[config.mk]
export PLATFORM = sky130hd
export DESIGN_NAME = instr_encoder_flat
export DESIGN_NICKNAME = d
export VERILOG_FILES = /design/src/rtl/mips_isa_pkg.sv /design/src/rtl/instr_encoder_if.sv /design/src/rtl/instr_fifo.sv /design/src/rtl/instr_encoder.sv /design/src/flat_wrapper.sv
export SDC_FILE = /design/constraint.sdc
export NUM_CORES = 1
export LEC_CHECK = 0
export CORE_ASPECT_RATIO = 1.1
export CORE_UTILIZATION = 40
export CTS_BUF_LIST = sky130_fd_sc_hd__clkbuf_4
export DETAILED_ROUTE_END_ITERATION = 7
export REMOVE_ABC_BUFFERS = 1
export SYNTH_ARGS = -nofsm -noshare
export SYNTH_HDL_FRONTEND = slang
export SYNTH_SLANG_ARGS = --single-unit
[constraint.sdc]
create_clock -name clk -period 2.5 [get_ports clk]
set_input_delay 0.375 -clock clk [delete_from_list [all_inputs] [get_ports clk]]
set_output_delay 0.375 -clock clk [all_outputs]
set_load 0.005 [all_outputs]
[src/rtl/mips_isa_pkg.sv]
// Shared MIPS P5-subset ISA definitions: instruction kind codes, opcode and
// func constants, and instruction field bit positions. The pipeline classifier
// imports the same package so encoder and classifier cannot drift apart.
package mips_isa_pkg;

  typedef enum logic [3:0] {
    KindNop = 4'd0,
    KindAdd = 4'd1,
    KindSub = 4'd2,
    KindJr  = 4'd3,
    KindOri = 4'd4,
    KindLw  = 4'd5,
    KindSw  = 4'd6,
    KindBeq = 4'd7,
    KindLui = 4'd8,
    KindJal = 4'd9
  } kind_e;

  localparam logic [5:0] OpRtype = 6'b000000;
  localparam logic [5:0] OpOri   = 6'b001101;
  localparam logic [5:0] OpLw    = 6'b100011;
  localparam logic [5:0] OpSw    = 6'b101011;
  localparam logic [5:0] OpBeq   = 6'b000100;
  localparam logic [5:0] OpLui   = 6'b001111;
  localparam logic [5:0] OpJal   = 6'b000011;

  localparam logic [5:0] FuncAdd = 6'b100000;
  localparam logic [5:0] FuncSub = 6'b100010;
  localparam logic [5:0] FuncJr  = 6'b001000;

  localparam int unsigned OpHi   = 31;
  localparam int unsigned OpLo   = 26;
  localparam int unsigned RsHi   = 25;
  localparam int unsigned RsLo   = 21;
  localparam int unsigned RtHi   = 20;
  localparam int unsigned RtLo   = 16;
  localparam int unsigned RdHi   = 15;
  localparam int unsigned RdLo   = 11;
  localparam int unsigned FuncHi = 5;
  localparam int unsigned FuncLo = 0;
  localparam int unsigned ImmHi  = 15;
  localparam int unsigned ImmLo  = 0;
  localparam int unsigned TargHi = 25;
  localparam int unsigned TargLo = 0;

  // Codes above KindJal are reserved and never produce a word.
  function automatic logic is_legal_kind(logic [3:0] kind);
    return kind <= KindJal;
  endfunction

endpackage

[src/rtl/instr_encoder_if.sv]
// Request/issue bus of the instruction encoder.
//   in_*  : request channel (valid/ready), kind code plus operand fields
//   out_* : issue channel (valid/ready), encoded word and its byte address
// modport master : request producer / issue consumer (loader or bench)
// modport slave  : the encoder itself
interface instr_encoder_if;
  logic        in_valid;
  logic        in_ready;
  logic [3:0]  in_kind;
  logic [4:0]  in_rs;
  logic [4:0]  in_rt;
  logic [4:0]  in_rd;
  logic [15:0] in_imm16;
  logic [25:0] in_addr26;
  logic        out_valid;
  logic        out_ready;
  logic [31:0] out_instr;
  logic [31:0] out_addr;

  modport master (
    output in_valid, in_kind, in_rs, in_rt, in_rd, in_imm16, in_addr26, out_ready,
    input  in_ready, out_valid, out_instr, out_addr
  );

  modport slave (
    input  in_valid, in_kind, in_rs, in_rt, in_rd, in_imm16, in_addr26, out_ready,
    output in_ready, out_valid, out_instr, out_addr
  );
endinterface

[src/rtl/instr_fifo.sv]
// Synchronous FIFO holding encoded instruction words.
//   clk, reset_n : clock, asynchronous active-low reset
//   push, wdata  : write request and data (ignored when full)
//   pop, rdata   : read request (ignored when empty), head data
//   full, empty  : occupancy flags
// Pointers are log2(Depth) bits and wrap naturally; a separate count one bit
// wider distinguishes full from empty.
module instr_fifo #(
  parameter int unsigned Depth = 4,
  parameter int unsigned Width = 32
) (
  input  logic             clk,
  input  logic             reset_n,
  input  logic             push,
  input  logic [Width-1:0] wdata,
  input  logic             pop,
  output logic [Width-1:0] rdata,
  output logic             full,
  output logic             empty
);

  localparam int unsigned PtrW = (Depth > 1) ? $clog2(Depth) : 1;
  localparam int unsigned CntW = PtrW + 1;

  logic [Width-1:0] mem_q [Depth];
  logic [PtrW-1:0]  wr_ptr_q, wr_ptr_d;
  logic [PtrW-1:0]  rd_ptr_q, rd_ptr_d;
  logic [CntW-1:0]  cnt_q, cnt_d;
  logic             do_push, do_pop;

  assign full    = (cnt_q == CntW'(Depth));
  assign empty   = (cnt_q == '0);
  assign do_push = push & ~full;
  assign do_pop  = pop & ~empty;
  assign rdata   = mem_q[rd_ptr_q];

  always_comb begin
    wr_ptr_d = wr_ptr_q;
    rd_ptr_d = rd_ptr_q;
    cnt_d    = cnt_q;
    if (do_push) wr_ptr_d = wr_ptr_q + 1'b1;
    if (do_pop)  rd_ptr_d = rd_ptr_q + 1'b1;
    unique case ({do_push, do_pop})
      2'b10:   cnt_d = cnt_q + 1'b1;
      2'b01:   cnt_d = cnt_q - 1'b1;
      default: cnt_d = cnt_q;
    endcase
  end

  // Storage is cleared on reset so the head reads as zero afterwards.
  always_ff @(posedge clk or negedge reset_n) begin
    if (!reset_n) begin
      wr_ptr_q <= '0;
      rd_ptr_q <= '0;
      cnt_q    <= '0;
      for (int i = 0; i < int'(Depth); i++) mem_q[i] <= '0;
    end else begin
      wr_ptr_q <= wr_ptr_d;
      rd_ptr_q <= rd_ptr_d;
      cnt_q    <= cnt_d;
      if (do_push) mem_q[wr_ptr_q] <= wdata;
    end
  end

endmodule

[src/rtl/instr_encoder.sv]
// Assembles MIPS P5-subset instruction words from a kind code and operand
// fields, buffers them in a FIFO and issues them with incrementing addresses.
//   clk, reset_n : clock, asynchronous active-low reset
//   bus          : request channel in, issue channel out (instr_encoder_if)
//   err          : sticky, an illegal kind was accepted
//   err_cnt      : illegal requests accepted, saturating at 255
//   issued_cnt   : words issued, wraps modulo 2^16
module instr_encoder
  import mips_isa_pkg::*;
#(
  parameter int unsigned DEPTH     = 4,
  parameter logic [31:0] BASE_ADDR = 32'h0000_3000
) (
  input  logic            clk,
  input  logic            reset_n,
  instr_encoder_if.slave  bus,
  output logic            err,
  output logic [7:0]      err_cnt,
  output logic [15:0]     issued_cnt
);

  logic        ready_q;
  logic        full, empty;
  logic        accept, legal, push, bad, pop;
  logic [31:0] enc_word, head_word;
  logic [31:0] addr_q, addr_d;
  logic [15:0] issued_q, issued_d;
  logic        err_q, err_d;
  logic [7:0]  err_cnt_q, err_cnt_d;

  // Unused fields of each kind stay at the zero default.
  always_comb begin
    enc_word = '0;
    case (bus.in_kind)
      KindAdd, KindSub: begin
        enc_word[OpHi:OpLo]     = OpRtype;
        enc_word[RsHi:RsLo]     = bus.in_rs;
        enc_word[RtHi:RtLo]     = bus.in_rt;
        enc_word[RdHi:RdLo]     = bus.in_rd;
        enc_word[FuncHi:FuncLo] = (bus.in_kind == KindAdd) ? FuncAdd : FuncSub;
      end
      KindJr: begin
        enc_word[OpHi:OpLo]     = OpRtype;
        enc_word[RsHi:RsLo]     = bus.in_rs;
        enc_word[FuncHi:FuncLo] = FuncJr;
      end
      KindOri, KindLw, KindSw, KindBeq: begin
        case (bus.in_kind)
          KindOri: enc_word[OpHi:OpLo] = OpOri;
          KindLw:  enc_word[OpHi:OpLo] = OpLw;
          KindSw:  enc_word[OpHi:OpLo] = OpSw;
          default: enc_word[OpHi:OpLo] = OpBeq;
        endcase
        enc_word[RsHi:RsLo]   = bus.in_rs;
        enc_word[RtHi:RtLo]   = bus.in_rt;
        enc_word[ImmHi:ImmLo] = bus.in_imm16;
      end
      KindLui: begin
        enc_word[OpHi:OpLo]   = OpLui;
        enc_word[RtHi:RtLo]   = bus.in_rt;
        enc_word[ImmHi:ImmLo] = bus.in_imm16;
      end
      KindJal: begin
        enc_word[OpHi:OpLo]     = OpJal;
        enc_word[TargHi:TargLo] = bus.in_addr26;
      end
      default: enc_word = '0;
    endcase
  end

  // in_ready depends only on occupancy, never on out_ready; a full FIFO
  // refuses a request even when a pop happens on the same edge.
  assign bus.in_ready  = ready_q & ~full;
  assign bus.out_valid = ~empty;
  assign bus.out_instr = head_word;
  assign bus.out_addr  = addr_q;

  assign accept = bus.in_valid & bus.in_ready;
  assign legal  = is_legal_kind(bus.in_kind);
  assign push   = accept & legal;
  assign bad    = accept & ~legal;
  assign pop    = bus.out_valid & bus.out_ready;

  instr_fifo #(
    .Depth (DEPTH),
    .Width (32)
  ) u_fifo (
    .clk     (clk),
    .reset_n (reset_n),
    .push    (push),
    .wdata   (enc_word),
    .pop     (pop),
    .rdata   (head_word),
    .full    (full),
    .empty   (empty)
  );

  always_comb begin
    addr_d    = addr_q;
    issued_d  = issued_q;
    err_d     = err_q;
    err_cnt_d = err_cnt_q;
    if (pop) begin
      addr_d   = addr_q + 32'd4;
      issued_d = issued_q + 16'd1;
    end
    if (bad) begin
      err_d = 1'b1;
      if (err_cnt_q != 8'hFF) err_cnt_d = err_cnt_q + 8'd1;
    end
  end

  // ready_q holds in_ready low throughout reset and for no longer than one
  // edge after release.
  always_ff @(posedge clk or negedge reset_n) begin
    if (!reset_n) begin
      ready_q   <= 1'b0;
      addr_q    <= BASE_ADDR;
      issued_q  <= '0;
      err_q     <= 1'b0;
      err_cnt_q <= '0;
    end else begin
      ready_q   <= 1'b1;
      addr_q    <= addr_d;
      issued_q  <= issued_d;
      err_q     <= err_d;
      err_cnt_q <= err_cnt_d;
    end
  end

  assign err        = err_q;
  assign err_cnt    = err_cnt_q;
  assign issued_cnt = issued_q;

endmodule

[src/flat_wrapper.sv]
// flat-port wrapper written by rule: the top's interface ports become plain ports
module instr_encoder_flat import mips_isa_pkg::*;
#(
  parameter int unsigned DEPTH     = 4,
  parameter logic [31:0] BASE_ADDR = 32'h0000_3000
)
  (clk, reset_n, err, err_cnt, issued_cnt, bus_in_valid, bus_in_kind, bus_in_rs, bus_in_rt, bus_in_rd, bus_in_imm16, bus_in_addr26, bus_out_ready, bus_in_ready, bus_out_valid, bus_out_instr, bus_out_addr);
  instr_encoder_if bus_i ();
  input  logic clk;
  input  logic reset_n;
  output logic err;
  output logic [7:0] err_cnt;
  output logic [15:0] issued_cnt;
  input wire logic [$bits(bus_i.in_valid)-1:0] bus_in_valid;
  input wire logic [$bits(bus_i.in_kind)-1:0] bus_in_kind;
  input wire logic [$bits(bus_i.in_rs)-1:0] bus_in_rs;
  input wire logic [$bits(bus_i.in_rt)-1:0] bus_in_rt;
  input wire logic [$bits(bus_i.in_rd)-1:0] bus_in_rd;
  input wire logic [$bits(bus_i.in_imm16)-1:0] bus_in_imm16;
  input wire logic [$bits(bus_i.in_addr26)-1:0] bus_in_addr26;
  input wire logic [$bits(bus_i.out_ready)-1:0] bus_out_ready;
  output wire logic [$bits(bus_i.in_ready)-1:0] bus_in_ready;
  output wire logic [$bits(bus_i.out_valid)-1:0] bus_out_valid;
  output wire logic [$bits(bus_i.out_instr)-1:0] bus_out_instr;
  output wire logic [$bits(bus_i.out_addr)-1:0] bus_out_addr;
  assign bus_i.in_valid = bus_in_valid;
  assign bus_i.in_kind = bus_in_kind;
  assign bus_i.in_rs = bus_in_rs;
  assign bus_i.in_rt = bus_in_rt;
  assign bus_i.in_rd = bus_in_rd;
  assign bus_i.in_imm16 = bus_in_imm16;
  assign bus_i.in_addr26 = bus_in_addr26;
  assign bus_i.out_ready = bus_out_ready;
  assign bus_in_ready = bus_i.in_ready;
  assign bus_out_valid = bus_i.out_valid;
  assign bus_out_instr = bus_i.out_instr;
  assign bus_out_addr = bus_i.out_addr;
  instr_encoder #(.DEPTH(DEPTH), .BASE_ADDR(BASE_ADDR)) u_core (.clk(clk), .reset_n(reset_n), .bus(bus_i), .err(err), .err_cnt(err_cnt), .issued_cnt(issued_cnt));
endmodule
## Yosys cells after proc, flatten, opt, wreduce, memory -nomap -nowiden

Cells that the tools add are included.

- Output and inout bits: 91
- Input bits: 65
- Logic and storage cells: 70
- Bits in registers: 193

- $add $sub $neg: 7
- Bitwise operators: 12
- $lt $le $gt $ge: 4
- Reduce and logical (&&, ||, !) cells: 8
- Eq/ne operators: 13
- Mux-type cells: 14

Operators with widths:

| operator | number |
|---|---|
| $bwmux 128 | 1 |
| $mux 32 | 3 |
| $bmux 32 s2 | 1 |
| $demux 32 s2 | 1 |
| $pmux 6 s3 | 2 |
| $add 32x3->32 const B | 1 |
| $pmux 10 s3 | 1 |
| $pmux 6 s4 | 1 |
| $pmux 5 s2 | 2 |
| $add 16x1->16 const B | 1 |
| $eq 4x3->1 const B | 4 |
| $add 8x1->8 const B | 1 |
| $eq 4x2->1 const B | 2 |
| $eq 4x4->1 const B | 2 |
| $ne 8x8->1 const B | 1 |
| $and 1x1->1 | 7 |
| $reduce_or 7->1 | 1 |
| $ge 3x3->1 const B | 2 |
| $not 2->3 | 2 |
| $pmux 3 s2 | 1 |
| $reduce_or 5->1 | 1 |
| $add 2x1->2 const B | 2 |
| $eq 4x1->1 const B | 1 |
| $le 4x4->1 const B | 1 |
| 14 further kinds | 16 |

## Depth between registers and ports, before layout

- Word-level depth: 8
- Gate-level depth with buffers: 10
- Depth with buffers taken out: 9

## Modules after synthesis

From an unflattened synthesis, not the netlist that was laid out.

- Cells, all modules: 640
- Area total of the unflattened synthesis: 8991.1 sq um

By module, submodules not included:

| module | times used | area an instance (sq um) | sequential area each (sq um) | cells each |
|---|---|---|---|---|
| instr_fifo | 1 | 5963.2 | 3378.2 | 348 |
| instr_encoder | 1 | 3027.9 | 1403.8 | 292 |

## Worst setup path after synthesis

No wires, ideal clock.

- Path kind: register to register
- From: reg u_core.u_fifo.cnt_q[2]
- To: reg u_core.u_fifo.cnt_q[1]
- Arrival time: 2157 ps
- Required time: 2417 ps
- Period minus slack after synthesis: 2239 ps
- Stages on the path, launching flop included: 9
- Setup slack: 261 ps
- Library setup time: 83 ps
- Buffers on the path: 1
- Cell sequence: dfrtp_1 > buf_4 > or3_1 > nand2_1 > clkinv_1 > ha_1 > inv_1 > fa_1 > o21ai_0

- Elaborated cells on any way between the ends: 14
- Classes of those cells: eq/ne: 3; mux: 1; bitwise: 8; reduce/logical: 2

RTL lines:

| what | RTL line | text |
|---|---|---|
| start, declared | instr_fifo.sv:28 | `logic [CntW-1:0] cnt_q, cnt_d;` |
| start signal, assigned | instr_fifo.sv:60 | `cnt_q <= cnt_d;` |
| $logic_not 3->1 * | instr_fifo.sv:32 | `assign empty = (cnt_q == '0);` |
| $not 1->1 * | instr_encoder.sv:74 | `assign bus.out_valid = ~empty;` |
| net bus_out_valid | flat_wrapper.sv:23 | `output wire logic [$bits(bus_i.out_valid)-1:0] bus_out_valid;` |
| $and 1x1->1 * | instr_encoder.sv:82 | `assign pop = bus.out_valid & bus.out_ready;` |
| net u_core.pop | instr_encoder.sv:24 | `logic accept, legal, push, bad, pop;` |
| $and 1x1->1 * | instr_fifo.sv:34 | `assign do_pop = pop & ~empty;` |
| $eq 2x1->1 / $eq 2x2->1 (equally long branches) | instr_fifo.sv:43 | `unique case ({do_push, do_pop})` |
| $pmux 3 s2 / $reduce_bool 2->1 (equally long branches) | n/a |  |

The timed path passes the listed nets; every way through them passes the cells marked *.
A chain may end at the register's enable or synchronous reset.

## Final worst setup path

- From: reg u_core.u_fifo.rd_ptr_q[0]
- To: out bus_out_instr[26]

- Word-level cells in the longest chain between the ends: 4

RTL lines:

| what | RTL line | text |
|---|---|---|
| start, declared | instr_fifo.sv:27 | `logic [PtrW-1:0] rd_ptr_q, rd_ptr_d;` |
| start signal, assigned | instr_fifo.sv:59 | `rd_ptr_q <= rd_ptr_d;` |
| $not 2->3 (not written as such) | instr_fifo.sv:35 | `assign rdata = mem_q[rd_ptr_q];` |
| $bmux 32 s2 | instr_fifo.sv:35 |  |
| $mux 32 (not written as such) (2 in a row) | instr_fifo.sv:35 |  |
| end, declared | flat_wrapper.sv:24 | `output wire logic [$bits(bus_i.out_instr)-1:0] bus_out_instr;` |

No other way between the ends. The select of a mux whose other input is x is not followed.

==> out/qor.yml <==
final-setup-viol-count: 0
grt_pass1_vias: 6463
postPlaceCellArea_mm2: 0.0111
grt.overflow.total: 0
drt-vias-per-instance: 5.18
skew_ns: 0.0220
max_freq_ghz: 0.408
cp.required_ns: 2.12
numClockSinks: 187
grt_max_degree: 88
drc: 0
diodes: 0
synth_area_mm2: 0.00899
grt_pass1_wl_um: 34800
hp-class: "in2async"
leakage_nw: 5.22
synthArstFlopShare_pct: 100
wl_um: 21700
cts_buffers: 17
synthFlopType: "dfrtp_1"
met1Wirelength_um: 9390
synth.avg_cell_area_um2: 13.2
status: "complete, no violations"
cp_max_fo: 6
cts_tree: "yes"
met2_length_um: 11100
layout_common_cells: "184 x dfrtp_1, 123 x mux2_2, 120 x clkdlybuf4s50_1"
grt_usage_pct: 19.4
post-route-util_pct: 52.0
max-cap-violations: 0
dp_hpwl_um: 15000
tns_ns: 0
pin_count: 156
end_kind: "output pin"
finalPower_mw: 10.4
htree_num_levels: 4
ir_worst_vdd_v: 0.000573
fillers: 1869
clock_latency_ns: 0.56
final_common_cell: "dfrtp_1"
rsz0062_at_grt: "true"
drtPass1Iterations: 4
vias: 6080
die_y_um: 159
clk_pin_slew_worst_paths_ns: 0.15
fin_area_mm2: 0.0115
hold_viol_final: 0
setup_ws_ns: 0.0508
synth_cells: 681
ys_warn_count: 0
worstPathArrival_ns: 2.07
drtIter0Drc: 244
r2r_slack_ns: 0.47
top_layer: "met4"
place_congestion: 0.778
relSlewSlack_pct: 32.4
core_area_mm2: 0.0220
fp-row-count: 57
synth_edf_count: 0
met3WireLength_um: 958
synthDistinctLibCells: 52
dieArea_mm2: 0.0231
antenna_found_initial: 0
synth_seq_area_share_pct: 52.1
layout-drive-gt1-share_pct: 29.6
final-max-slew-violation-count: 0
post-route-min-period_ns: 2.45
initial_core_util_pct: 40.8
ys_seq_elements: 187
die_x_um: 145
cts_max_path_buffers: 2
place_ws_ns: -0.0880
syn_to_final_growth_pct: 27.5
ant_nets: 0
path_class: "reg2out"
worst_pin_slew_ns: 1.01
powerDensity_mw_per_mm2: 904
critPathLaunchType: "flip-flop"
port_buffers: 152
finalCritPeriodShare_pct: 98.0
clk_root_buffer_cell: "clkbuf_4"
wire_per_inst_um: 18.5
final_nets: 939
## metrics by stage
step / instances / hold slack (ns)
6_report: 1173 / 0.382
5_1_grt: 1173 / 0.384
4_1_cts: 1172 / 0.367
3_5_place_dp: 1132 / 0.473
3_3_place_gp: 1132 / 0.459
2_1_floorplan: 646 / 0.0794
## registers in the layout, indices dropped and copies added (netlist names), 2 cells and up
register                cells
u_core.u_fifo.wr_ptr_q      2
u_core.u_fifo.cnt_q         3
u_core.u_fifo.rd_ptr_q      2
u_core.u_fifo.mem_q       124
u_core.err_cnt              8
u_core.bus.out_addr        30
u_core.issued_cnt          16
## area by class of cell
type	count	area, µm²	share of cell area [%]
repair buffers	200	2030	17.7
clock inverters	14	118	1.03
clock buffers	18	135	1.18
flip-flops and latches	187	4680	40.9
well taps	295	369	3.22
inverters	17	63.8	0.557
multi-input cells	442	4060	35.4
## synth_stat cells, types with 8 or more instances
cell      number  share of area, %
xor2_1        24               2.3
clkbuf_1      11              0.46
ha_1           8               1.1
dfrtp_1      185                51
nand4_1       14              0.97
a21oi_1        8              0.45
nor2b_1       14              0.97
nand3_1       17              0.95
nor2_1        20              0.83
inv_1         16              0.67
a22o_1         8              0.78
nand2_1       39               1.6
nor3_1        10              0.56
mux2_2       123                15
buf_2         16              0.89
o21ai_0       16              0.89
nor4_1         8              0.56
mux4_2        31               7.8
xnor2_1       34               3.3
## repair_timing
action,CTS,global route
gates cloned,2,1
gates resized for setup,59,20
setup buffers,5,0
setup endpoints to repair,31,30
hold buffers,1,0
hold endpoints to repair,82,0
## cell families after synthesis
group                    count (synthesis)  synth area share (%)
flip-flops                             187                  52.1
AO/OA/AOI/OAI                           54                  4.45
other                                    2                0.0835
XOR/XNOR                                58                  5.65
adder cells (fa/ha/maj)                  9                  1.34
AND/OR/NAND/NOR                        161                  10.0
multiplexers                           156                  23.4
buffers and inverters                   54                  2.98
## final timing paths
check | startpoint | to | depth (start not counted)
setup / recovery | u_core.u_fifo.rd_ptr_q[0] | bus_out_instr[26] | 5
hold / removal | reset_n | u_core.issued_cnt[15] | 2
setup reg to reg | u_core.u_fifo.cnt_q[1] | u_core.u_fifo.cnt_q[1] | 7
hold reg to reg | u_core.bus.out_addr[31] | u_core.bus.out_addr[31] | 1
max in group asynchronous | reset_n | u_core.u_fifo.mem_q[72] | 3
min in group clk | u_core.bus.out_addr[31] | u_core.bus.out_addr[31] | 1
## per-layer routing
| layer | global-route usage (%) | up-vias |
|---|---|---|
| met3 | 4.47 | 14 |
| met4 | 4.45 | 0 |
| met5 | 0 | - |
| li1 | - | 2819 |
| met1 | 24.4 | 3112 |
| met2 | 33.7 | 135 |
## critical path, stage by stage, from the launching register on
cell	delay [ns]
dfrtp_2	0.42
buf_12	0.14
buf_16	0.13
buf_12	0.12
mux4_2	0.55
buf_2	0.15
## report_power, final
part           total [mW]  switching (mW)  internal (mW)
Sequential           4.65           0.654           3.99
Combinational        4.17            1.60           2.57
Clock                1.54            1.03          0.509
Total                10.4            3.28           7.07
(Power assumes the default switching activity.)
